--- src/rtl/axi_qos_addr_arbiter.sv ---
// axi_qos_addr_arbiter: shares one AXI address channel (AR or AW) between
// four masters. Each master is policed by an outstanding-transaction cap and a
// token bucket counted in data beats. Eligible masters are served
// round-robin.
// Optional build macro QOS_M0_PRIO_EN: master 0, when eligible, wins every
// arbitration slot and does not move the round-robin pointer.
module axi_qos_addr_arbiter #(
    parameter int NUM_M         = 4,
    parameter int ADDR_W        = 32,
    parameter int MAX_OUT       = 16,
    parameter int CREDIT_MAX    = 512,
    parameter int REFILL_AMT    = 16,
    parameter int REFILL_PERIOD = 32
) (
    input  logic                     clk_100MHz,
    input  logic                     reset_rtl_0,
    input  logic [NUM_M-1:0]         req_valid,
    input  logic [NUM_M*ADDR_W-1:0]  req_addr,
    input  logic [NUM_M*8-1:0]       req_len,
    output logic [NUM_M-1:0]         req_ready,
    output logic                     m_valid,
    input  logic                     m_ready,
    output logic [ADDR_W-1:0]        m_addr,
    output logic [7:0]               m_len,
    output logic [1:0]               m_id,
    input  logic                     done_valid,
    input  logic [1:0]               done_id,
    output logic [NUM_M*16-1:0]      throttle_cnt,
    output logic                     err_underflow
);

    localparam int CREDIT_W = $clog2(CREDIT_MAX + 1);
    localparam int SUM_W    = CREDIT_W + 1;
    localparam int CMP_W    = (SUM_W > 9) ? SUM_W : 9;
    localparam int OUT_W    = $clog2(MAX_OUT + 1);
    localparam int REF_W    = (REFILL_PERIOD > 1) ? $clog2(REFILL_PERIOD) : 1;

    typedef enum logic {ARB, ISSUE} state_t;

    state_t              state_q;
    logic                m_valid_q;
    logic [ADDR_W-1:0]   m_addr_q;
    logic [7:0]          m_len_q;
    logic [1:0]          m_id_q;
    logic [1:0]          last_grant_q;
    logic [CREDIT_W-1:0] credit_q   [NUM_M];
    logic [CREDIT_W-1:0] credit_d   [NUM_M];
    logic [OUT_W-1:0]    out_cnt_q  [NUM_M];
    logic [OUT_W-1:0]    out_cnt_d  [NUM_M];
    logic [15:0]         throttle_q [NUM_M];
    logic [15:0]         throttle_d [NUM_M];
    logic [REF_W-1:0]    refill_cnt_q;
    logic                err_q;

    logic [8:0]          cost       [NUM_M];
    logic [NUM_M-1:0]    elig;
    logic [NUM_M-1:0]    grant_vec;
    logic [1:0]          winner;
    logic [ADDR_W-1:0]   win_addr;
    logic [7:0]          win_len;
    logic                refill_wrap;

    // Per-master beat cost and eligibility against outstanding cap and bucket level.
    always_comb begin
        for (int i = 0; i < NUM_M; i++) begin
            cost[i] = {1'b0, req_len[i*8 +: 8]} + 9'd1;
            elig[i] = req_valid[i]
                   && (out_cnt_q[i] < OUT_W'(MAX_OUT))
                   && (CMP_W'(credit_q[i]) >= CMP_W'(cost[i]));
        end
    end

    // Round-robin winner search starting just after the last granted master.
    always_comb begin
        logic       found;
        logic [1:0] idx;
        found  = 1'b0;
        idx    = 2'd0;
        winner = last_grant_q;
        for (int k = 1; k <= NUM_M; k++) begin
            idx = last_grant_q + 2'(k);
            if (!found && elig[idx]) begin
                winner = idx;
                found  = 1'b1;
            end
        end
`ifdef QOS_M0_PRIO_EN
        if (elig[0]) begin
            winner = 2'd0;
        end
`endif
    end

    // Grant vector and mux of the winning master's address and length.
    always_comb begin
        grant_vec = '0;
        win_addr  = '0;
        win_len   = '0;
        if (state_q == ARB && |elig) begin
            grant_vec = NUM_M'(1) << winner;
        end
        for (int i = 0; i < NUM_M; i++) begin
            if (winner == 2'(i)) begin
                win_addr = req_addr[i*ADDR_W +: ADDR_W];
                win_len  = req_len[i*8 +: 8];
            end
        end
    end

    assign req_ready   = grant_vec & {NUM_M{reset_rtl_0}};
    assign refill_wrap = (refill_cnt_q == REF_W'(REFILL_PERIOD - 1));

    // Next-state bucket level, outstanding count and throttle counter per master.
    always_comb begin
        for (int i = 0; i < NUM_M; i++) begin
            logic [SUM_W-1:0] sum;
            logic             dec;
            sum = SUM_W'(credit_q[i])
                + (refill_wrap  ? SUM_W'(REFILL_AMT) : SUM_W'(0))
                - (grant_vec[i] ? SUM_W'(cost[i])    : SUM_W'(0));
            credit_d[i] = (sum > SUM_W'(CREDIT_MAX)) ? CREDIT_W'(CREDIT_MAX)
                                                      : sum[CREDIT_W-1:0];

            dec = done_valid && (done_id == 2'(i)) && (out_cnt_q[i] != '0);
            out_cnt_d[i] = out_cnt_q[i];
            if (grant_vec[i] && !dec) begin
                out_cnt_d[i] = out_cnt_q[i] + OUT_W'(1);
            end else if (dec && !grant_vec[i]) begin
                out_cnt_d[i] = out_cnt_q[i] - OUT_W'(1);
            end

            throttle_d[i] = throttle_q[i];
            if (state_q == ARB && req_valid[i] && !elig[i] && throttle_q[i] != 16'hFFFF) begin
                throttle_d[i] = throttle_q[i] + 16'd1;
            end
        end
    end

    // Policing state: buckets, outstanding counts, throttle counters, refill timer, underflow flag.
    always_ff @(posedge clk_100MHz or negedge reset_rtl_0) begin
        if (!reset_rtl_0) begin
            for (int i = 0; i < NUM_M; i++) begin
                credit_q[i]   <= CREDIT_W'(CREDIT_MAX);
                out_cnt_q[i]  <= '0;
                throttle_q[i] <= '0;
            end
            refill_cnt_q <= '0;
            err_q        <= 1'b0;
        end else begin
            for (int i = 0; i < NUM_M; i++) begin
                credit_q[i]   <= credit_d[i];
                out_cnt_q[i]  <= out_cnt_d[i];
                throttle_q[i] <= throttle_d[i];
            end
            refill_cnt_q <= refill_wrap ? '0 : refill_cnt_q + REF_W'(1);
            if (done_valid && out_cnt_q[done_id] == '0) begin
                err_q <= 1'b1;
            end
        end
    end

    // Arbitration FSM with registered downstream address outputs.
    always_ff @(posedge clk_100MHz or negedge reset_rtl_0) begin
        if (!reset_rtl_0) begin
            state_q      <= ARB;
            m_valid_q    <= 1'b0;
            m_addr_q     <= '0;
            m_len_q      <= '0;
            m_id_q       <= '0;
            last_grant_q <= 2'(NUM_M - 1);
        end else begin
            case (state_q)
                ARB: begin
                    if (|elig) begin
                        m_valid_q <= 1'b1;
                        m_addr_q  <= win_addr;
                        m_len_q   <= win_len;
                        m_id_q    <= winner;
`ifdef QOS_M0_PRIO_EN
                        if (winner != 2'd0) begin
                            last_grant_q <= winner;
                        end
`else
                        last_grant_q <= winner;
`endif
                        state_q   <= ISSUE;
                    end
                end
                ISSUE: begin
                    if (m_ready) begin
                        m_valid_q <= 1'b0;
                        state_q   <= ARB;
                    end
                end
                default: state_q <= ARB;
            endcase
        end
    end

    assign m_valid       = m_valid_q;
    assign m_addr        = m_addr_q;
    assign m_len         = m_len_q;
    assign m_id          = m_id_q;
    assign err_underflow = err_q;

    for (genvar g = 0; g < NUM_M; g++) begin : g_thr
        assign throttle_cnt[g*16 +: 16] = throttle_q[g];
    end

endmodule

--- config.mk ---
export PLATFORM = sky130hd
export DESIGN_NAME = axi_qos_addr_arbiter
export DESIGN_NICKNAME = d
export VERILOG_FILES = /design/src/rtl/axi_qos_addr_arbiter.sv
export SDC_FILE = /design/constraint.sdc
export NUM_CORES = 1
export LEC_CHECK = 0
export BUFFER_PORTS_ARGS = -buffer_cell sky130_fd_sc_hd__buf_2
export CORE_UTILIZATION = 60
export DETAILED_ROUTE_END_ITERATION = 6
export PLACE_DENSITY_LB_ADDON = 0.1
export SYNTH_ARGS = -nofsm -noshare
export SYNTH_HDL_FRONTEND = slang
export SYNTH_SLANG_ARGS = --single-unit
--- constraint.sdc ---
create_clock -name clk_100MHz -period 13.8 [get_ports clk_100MHz]
set_input_delay 1.38 -clock clk_100MHz [delete_from_list [all_inputs] [get_ports clk_100MHz]]
set_output_delay 1.38 -clock clk_100MHz [all_outputs]
set_load 0.02 [all_outputs]
# Word level (Yosys, flattened, before mapping)
# Cells that the tools add are included.
word_totals:
  out_inout_bits: 112
  regBits: 176
op_classes:
  n_reduce_logical: 70
  n_eq_ne: 13
  order_cmp: 17
  shifts: 1
  muxes: 51
  bitwise_logic: 3
  add_sub_neg: 28
op_table:
  columns: ["op", "n"]
  rows:
  - ["2-to-1 mux 32 bit", 4]
  - ["adder 16 x 1 -> 16 bit (second input constant)", 4]
  - ["!= test 16 bit (second input constant)", 4]
  - ["2-to-1 mux 5 bit", 12]
  - ["> comparator 11 x 10 -> 1 bit (second input constant)", 4]
  - ["subtractor 11 x 9 -> 11 bit", 4]
  - ["logical AND 1 bit", 41]
  - ["greater-or-equal comparator 10 x 9 -> 1 bit", 4]
  - ["2-to-1 mux 10 bit", 4]
  - ["adder 8 x 1 -> 9 bit (second input constant)", 4]
  - ["2-to-1 mux 9 bit", 4]
  - ["adder 10 x 11 -> 11 bit", 3]
  - ["2-to-1 mux 8 bit", 4]
  - ["adder 5 x 1 -> 5 bit (second input constant)", 5]
  - ["< comparator 5 bit (second input constant)", 4]
  - ["nonzero test 5 bit", 4]
  - ["subtractor 5 x 1 -> 5 bit (second input constant)", 4]
  - ["logical NOT 1 bit", 15]
  - ["< comparator 2 x 3 -> 1 bit (second input constant)", 4]
  - ["adder 10 x 5 -> 11 bit", 1]
  - ["2-to-1 mux 1 bit", 11]
  - ["binary-select mux 5 bit (select 2 bit)", 1]
  - ["binary-select mux 1 bit (select 2 bit)", 4]
  - ["== test 2 bit (second input constant)", 4]
  - ["19 further kinds", 30]

# Depth between registers and ports, before layout
# Gate-level depths: netlist (run 1).
logic_depth:
  ltp_word: 21
  ltp_mapped: 26

# Worst setup path after synthesis (run 1)
# No wires, ideal clock.
synth_path:
  kind: "in2reg"
  from: "in req_len[8]"
  to: "reg credit_q[14] in the netlist's numbering"
  slack_ns: 7.427
  t_arrival_ns: 6.231
  setup_time_ns: 0.142
  path_stages: 25
  path_cell_list: "ha_1 nand3_1 nor2_1 nand3_1 ha_1 a211oi_1 nand2_1 a2111oi_4 nor2_1 a311o_1 nor3_2 and2_1 buf_2 nand2_1 ha_1 ha_1 fa_1 a21o_1 a21oi_1 o21a_1 o21ai_0 a21oi_1 xnor2_1 a21boi_0 nor3b_1"
synth_lines:
  columns: ["item", "line", "rtl"]
  rows:
  - ["start, declared", "19", "input logic [NUM_M*8-1:0] req_len,"]
  - ["end signal, assigned by index", "143", "credit_q[i] <= CREDIT_W'(CREDIT_MAX);"]
  - ["end signal, assigned by index", "151", "credit_q[i] <= credit_d[i];"]
  - ["end, declared", "46", "logic [CREDIT_W-1:0] credit_q [NUM_M];"]

==> impl_metrics.toml, run 1 <==
[global_route]
grt_first_pass_wirelength_mm = 54.9
grt_antenna_before_repair = 1
grt_util_all_layers_pct = 32.7
grt_pass1_vias = 10700
grt_max_degree = 99
grt_overflow_total = 0

[clock_network]
cts_clock_pin_slew_for_the_worst_setup_and_hold_paths_ns = 0.07
inserted_clock_buffers = 17
h-tree-depth = 4
clock_tree_from_tritoncts = "built"
post-cts-setup-buffer-count = 0
cts_num_sinks = 176
root_buffer = "clkbuf_16"
post_cts_resize_count = 0
ctsHoldBuffers = 0
insertion_delay_to_the_later_sink_of_the_worst_skew_pair_ns = 0.44
clock_tree.buffer_depth = 2

[worst_setup_path]
critPathMaxFanout = 41
reg2reg_from = "credit_q[8]$_DFF_PN0_"
path_class = "in -> reg"
crit_path_frequent_cell = "ha_1"
worst_setup_path_startpoint = "req_len[24]"
crit_arrival_ns = 7.98
endpoint_kind = "register"
critical_path.slowest_cell = "o311ai_1"
r2r.worst_path.cells = 20
timing.critical_path.slowest_cell_delay_ns = 0.67
critPathRequiredTime_ns = 14.16
reg2reg_setup_slack_ns = 7.58
start_kind = "input port"

[worst_hold_path]
min_path_type = "reg -> reg"
holdPathStages = 1
min_from = "refill_cnt_q[0]$_DFF_PN0_"

[sta]
tns_ns = 0
max_freq_mhz = 131
final.period_utilization_pct = 55.3
finClkSkew_ns = 0.0122
max_slew_margin_pct = 38.0
slew_violations = 0
pin_slew_with_the_least_headroom_to_its_limit_ns = 0.929
rsz0062_at_grt = "no"
min_period_ns = 7.63
timing_hold_violations_final = 0
final-setup-viol-count = 0

[layout]
final_area_sq_mm = 0.0145
flow.area_growth_from_synthesis_pct = 17.9
nets = 1836
layout.filler_cells = 1560
post_route_cells_drive_above_1_share_pct = 22.7
number_of_cells_in_the_finished_layout_apart_from_fillers = 1808

[floorplan]
fp.dieW_um = 145
fp-row-count = 52
design.die.area_sq_mm = 0.0211
design.portCount = 282
die_h_um = 145
core_area_sq_mm = 0.0202
start_util_pct = 61.0

[synth]
yosysWarnings = 0
post-synth-top-area-cell = "dfrtp_1"
synth.lib_cells_used.distinct = 63
flip_flop_and_latch_count_after_synthesis = 176
synth.net_count = 1579
syn_inst = 1267
synth_seq_area_share_pct = 35.8
synthArstFlopShare_pct = 100
dominantRegCellSynth = "dfrtp_1"
synth-edff-count = 0
post-synth-top-area-fraction_pct = 34.5
syn_avg_cell_area_sq_um = 9.72
mappedNetlistArea_sq_mm = 0.0123
synth.area.top_cells = "dfrtp_1 (35%), ha_1 (13%), xnor2_1 (6.4%)"

[pwr]
leakagePower_nw = 6.81
ir_drop_v = 0.000163
pwr_density_cell_mw_per_mm2 = 256

[flow_run]
maxCapViolCount = 0

[detailed_routing]
dr.pass1.iters = 5
drc_errors = 0
detail_route.vias_per_cell = 5.99
drt-wirelength-per-cell_um = 18.6
wl_mm = 33.6
first_iter_violations = 657
total_via_count_in_the_routed_design = 10800
final_antenna_violating_net_count = 0

[placement]
globalplace.congestion = 0.965
post_dp_cell_area_sq_mm = 0.0139
place_hpwl_mm = 25.3
numPlacedInstances = 1775
io_buffer_count = 281

[run_status]
run_status = "complete, no violations"
[power by group]
part,total (mW),switching [mW],internal (mW)
logic,2.36,1.41,0.952
clock network,0.484,0.238,0.246
registers,0.866,0.152,0.713
total,3.71,1.80,1.91
[synth_stat cells, types with 13 or more instances]
master	number
ha_1	130
mux2i_1	41
nand2_1	58
o21ai_0	72
clkbuf_1	34
nor3_1	24
xor2_1	37
or3_1	15
nor2_1	77
nand4_1	34
a211oi_1	41
a21o_1	21
nor3b_1	16
and3_1	27
a21boi_0	43
nand2b_1	24
dfrtp_1	170
xnor2_1	90
a21oi_1	40
o22ai_1	40
buf_2	13
inv_1	44
nand3_1	47
[flip-flops by register name, indices dropped and copies added (netlist names)]
register       count
throttle_cnt      64
credit_q          40
m_addr            32
out_cnt_q         20
m_len              8
refill_cnt_q       5
last_grant_q       2
m_id               2
err_underflow      1
m_valid            1
state_q            1
[path summary, 6_finish.rpt]
| path | end |
|---|---|
| max reg2reg | credit_q[36]$_DFF_PN0_ |
| max in group asynchronous | throttle_cnt[28]$_DFFE_PN0P_ |
| min | refill_cnt_q[0]$_DFF_PN0_ |
| min reg2reg | refill_cnt_q[0]$_DFF_PN0_ |
| max | credit_q[36]$_DFF_PN0_ |
| min in group asynchronous | throttle_cnt[7]$_DFFE_PN0P_ |
[metrics by stage]
stage	total power [mW]	setup slack [ns]	hold WS, ns	util, %
finish	3.71	6.17	0.472	71.9
global placement	3.12	6.02	0.439	69.1
detailed placement	3.19	5.88	0.454	69.1
floorplan	2.61	7.43	0.433	-
global route	4.01	5.66	0.482	71.9
CTS	3.70	6.27	0.472	71.9
[kinds of logic (layout without fill, tap and decap cells)]
| group | after synthesis | in the layout | synth area share (%) |
|---|---|---|---|
| AOI/OAI and AO/OA | 313 | 313 | 17.0 |
| xor gates and xnor gates | 127 | 127 | 9.03 |
| adders and majority gates | 142 | 142 | 15.2 |
| buffers and inverters | 96 | 366 | 3.24 |
| DFF | 176 | 176 | 35.8 |
| muxes | 49 | 49 | 4.06 |
| other | 0 | 1 | 0 |
| and+or+nand+nor | 364 | 364 | 15.7 |
[worst max-delay path, delay by kind of cell]
family,cells,cell delay [ns]
AOI/OAI and AO/OA,8,2.56
adders and majority gates,4,1.14
buffers and inverters,2,0.56
and+or+nand+nor,11,2.30
[routing by layer]
metal | wire length, um | track usage [%] | up-vias
li1 | - | - | 5161
met1 | 14700 | 43.9 | 5177
met2 | 15600 | 51.4 | 423
met3 | 2240 | 7.17 | 72
met4 | 998 | 12.8 | 0
met5 | 0 | 0 | -
[cells in the final DEF (no fill, tap or decap), types with 7 or more instances in the layout]
cell       synthesis  routed
o21a_1            11      11
a31oi_1            8       8
a21oi_1           40      40
nor3b_1           16      16
fa_1              12      12
nor2_1            77      77
nand3_1           47      47
o22ai_1           40      40
a21o_1            21      21
nor2b_1            8       8
xor2_1            37      37
o21ai_0           72      72
nor3_1            24      24
or3_1             15      15
and3_1            27      27
ha_1             130     130
a211oi_1          41      41
nand2b_1          24      24
nand2_1           58      57
buf_2             13     280
inv_1             44      44
a21boi_0          43      43
mux2_2             8       8
mux2i_1           41      41
xnor2_1           90      90
clkbuf_16          0      17
dfrtp_1          170     170
buf_4              2       8
and4_1             7       7
nand4_1           34      34
[final cells by class]
class                      instances  area, sq um  share of cell area, %
clock inverter                    14          139                  0.957
tap                              270          338                   2.33
timing repair buffer             289         1480                   10.2
inverter                          45          169                   1.16
antenna                            1         2.50                 0.0172
multi-input combinational        995         7540                   51.9
sequential                       176         4410                   30.4
clock buffer                      18          439                   3.03
Note: power is estimated with default switching activity, not from simulation.
==> run 2: changes to the inputs <==
--- a/config.mk
+++ b/config.mk
@@ -5,8 +5,9 @@
 export SDC_FILE = /design/constraint.sdc
 export NUM_CORES = 1
 export LEC_CHECK = 0
+export ABC_AREA = 1
 export BUFFER_PORTS_ARGS = -buffer_cell sky130_fd_sc_hd__buf_2
-export CORE_UTILIZATION = 60
+export CORE_UTILIZATION = 50
 export DETAILED_ROUTE_END_ITERATION = 6
 export PLACE_DENSITY_LB_ADDON = 0.1
 export SYNTH_ARGS = -nofsm -noshare
==> constraint.sdc (replaced) <==
create_clock -name clk_100MHz -period 6.4 [get_ports clk_100MHz]
set_input_delay 0.64 -clock clk_100MHz [delete_from_list [all_inputs] [get_ports clk_100MHz]]
set_output_delay 0.64 -clock clk_100MHz [all_outputs]
set_load 0.02 [all_outputs]
==> run 2 against run 1 <==
  * Wire length increased by 1.2%
  * Register-to-register slack got worse by 6.2 ns
  * Design area increased by 3.4%
  * Combinational power increased to 2.8 times the previous value
  * Core utilization decreased by 12 points
  * Sequential share of layout area decreased by 1.0 points
==> impl_metrics.toml, run 2 <==
[floorplan]
design.portCount = 282
design.die.area_sq_mm = 0.0261
fp-row-count = 58
core_area_sq_mm = 0.0251
die_h_um = 162
fp.dieW_um = 162
start_util_pct = 50.7

[clock_network]
clock_tree.buffer_depth = 2
cts_clock_pin_slew_for_the_worst_setup_and_hold_paths_ns = 0.08
h-tree-depth = 4
cts_num_sinks = 176
root_buffer = "clkbuf_16"
inserted_clock_buffers = 17
ctsHoldBuffers = 0
insertion_delay_to_the_later_sink_of_the_worst_skew_pair_ns = 0.45
clock_tree_from_tritoncts = "built"

[detailed_routing]
first_iter_violations = 818
drc_errors = 0
drt-wirelength-per-cell_um = 15.3
wl_mm = 34.0
total_via_count_in_the_routed_design = 11700
dr.pass1.iters = 5
detail_route.vias_per_cell = 5.30
final_antenna_violating_net_count = 0

[worst_setup_path]
reg2reg_to = "credit_q[37]$_DFF_PN0_"
crit_arrival_ns = 6.18
reg2reg_setup_slack_ns = 1.38
start_kind = "input port"
reg2reg_from = "credit_q[18]$_DFF_PN0_"
r2r.worst_path.cells = 28
crit_path_frequent_cell = "nand2_1"
critical_path.n_buffers_inverters = 4
crit_path_leading_delay_family = "simple AND/OR/NAND/NOR gates"
timing.critical_path.slowest_cell_delay_ns = 0.48
path_class = "in -> reg"
critical_path.slowest_cell = "fa_1"
critPathMaxFanout = 9
critPathRequiredTime_ns = 6.77
endpoint_kind = "register"

[synth]
dominantRegCellSynth = "dfrtp_1"
synthArstFlopShare_pct = 100
synthMuxAreaShare_pct = 0.177
mappedNetlistArea_sq_mm = 0.0127
xor_and_xnor_fraction_of_the_mapped_netlist_area_pct = 7.07
combinational_family_with_the_most_area_after_synthesis = "simple AND/OR/NAND/NOR gates"
post-synth-top-area-fraction_pct = 33.4
yosysMostFrequentCell = "nand2_1"
syn_inst = 1603
synth.lib_cells_used.distinct = 51
yosysWarnings = 0
synth.net_count = 1915
synth.area.top_cells = "dfrtp_1 (33%), ha_1 (13%), nand2_1 (10%)"
flip_flop_and_latch_count_after_synthesis = 176
synthTopCellsByCount = "nand2_1 (341), nand3_1 (218), dfrtp_1 (170)"
synth_area_in_adders_pct = 14.7
synth_compound_area_share_pct = 6.20
post_synth_and_or_nand_nor_area_fraction_pct = 30.4
synth_seq_area_share_pct = 34.6
synth-edff-count = 0
post-synth-top-area-cell = "dfrtp_1"
syn_avg_cell_area_sq_um = 7.95

[sta]
slew_violations = 0
postLayoutSetupSlackWorst_ns = 0.587
final-setup-viol-count = 0
final.period_utilization_pct = 90.8
pin_slew_with_the_least_headroom_to_its_limit_ns = 1.01
max_slew_margin_pct = 32.7
tns_ns = 0
min_period_ns = 5.81
finClkSkew_ns = 0.0243
rsz0062_at_grt = "no"
max_freq_mhz = 172
timing_hold_violations_final = 0

[pwr]
internal_power_mw = 4.31
share_comb_of_total_power_pct = 69.1
power_switching_share_pct = 54.1
power.share.clock_pct = 11.2
leakagePower_nw = 8.03
p_switching_mw = 5.08
share_seq_of_total_power_pct = 19.6
ir_drop_v = 0.000814
pwr_density_cell_mw_per_mm2 = 625

[placement]
globalplace.congestion = 0.910
io_buffer_count = 281
post_dp_cell_area_sq_mm = 0.0144
place_hpwl_mm = 26.3
preCtsSetupSlack_ns = 0.191

[layout]
diodes = 0
layout_common_cells = "nand2_1 (340), buf_2 (280), nand3_1 (218), dfrtp_1 (170), inv_1 (153)"
final_area_sq_mm = 0.0150
flow.area_growth_from_synthesis_pct = 17.8
post_route_cells_drive_above_1_share_pct = 21.2
final_common_cell = "nand2_1"
nets = 2184
layout.core_utilization_pct = 59.8
largest_register_ffs = 64

[global_route]
grt_antenna_before_repair = 1
grt_max_degree = 136
grt_first_pass_wirelength_mm = 54.0
grt_util_all_layers_pct = 26.1
grt_overflow_total = 0
grt_pass1_vias = 10900

[worst_hold_path]
min_path_type = "in -> async"

[run_status]
run_status = "complete, no violations"

[flow_run]
maxCapViolCount = 0
-- run 2: worst reg2reg max path: cells and delay by family (launching register included) --
| kind | cells | cell delay, ns |
|---|---|---|
| DFF | 1 | 0.39 |
| xor gates and xnor gates | 1 | 0.16 |
| buffers and inverters | 2 | 0.13 |
| AOI/OAI and AO/OA | 5 | 0.82 |
| and+or+nand+nor | 17 | 2.26 |
| adders and majority gates | 3 | 1.16 |
-- run 2: cell type report --
cell class	count	area, sq um
Clock inverter	14	168
Sequential cell	176	4410
Inverter	164	621
Tap cell	330	413
Timing Repair Buffer	292	1510
Fill cell	2360	10100
Clock buffer	18	429
Multi-Input combinational cell	1221	7460
-- run 2: repair_timing --
action | 4_1_cts | 5_1_grt
resized for setup | 0 | 1
setup endpoints to repair | 0 | 9
setup buffers | 0 | 0
-- run 2: how the worst max path moves through the flow --
stage / startpoint / to / slack (ns) / cells past startpoint
after floorplan: req_len[0] / credit_q[30]$_DFF_PN0_ / 1.02 / 35
after global placement: req_len[16] / credit_q[37]$_DFF_PN0_ / 0.28 / 35
after detailed placement: req_len[16] / credit_q[11]$_DFF_PN0_ / 0.19 / 38
after CTS: req_len[16] / credit_q[37]$_DFF_PN0_ / 0.60 / 35
after global routing: req_len[16] / credit_q[37]$_DFF_PN0_ / 0.003 / 35
final: req_len[16] / credit_q[37]$_DFF_PN0_ / 0.59 / 35
-- run 2: power by group through the flow --
stage          registers [mW]  logic, mW  clock network (mW)
2_1_floorplan            2.04       4.79                   0
3_3_place_gp             1.86       6.29                   0
3_5_place_dp             1.86       6.39                   0
4_1_cts                  1.84       6.45                1.07
5_1_grt                  1.89       7.28                1.12
6_report                 1.84       6.49                1.06
-- run 2: per-stage QoR --
| stage | power (mW) | hold slack, ns | instances |
|---|---|---|---|
| after detailed placement | 8.25 | 0.461 | 2183 |
| after floorplan | 6.83 | 0.344 | 1603 |
| after global placement | 8.15 | 0.447 | 2183 |
| final | 9.39 | 0.0894 | 2215 |
| after CTS | 9.37 | 0.107 | 2215 |
| after global routing | 10.3 | 0.116 | 2215 |
-- run 2: kinds of logic (layout without fill, tap and decap cells) --
kind of cell,count (synthesis),count (layout)
adder cells (fa/ha/maj),142,142
multiplexers,2,2
buffers and inverters,206,488
XOR/XNOR,102,102
flip-flops,176,176
AO/OA/AOI/OAI,143,143
AND/OR/NAND/NOR,832,832
-- run 2: layer usage --
metal  track usage (%)  wire length (um)  vias up
met2              41.8             15500      362
li1                  -                 -     5826
met5                 0                 8        -
met3              4.34              1950       51
met1              36.2             15700     5493
met4              8.02               722        2
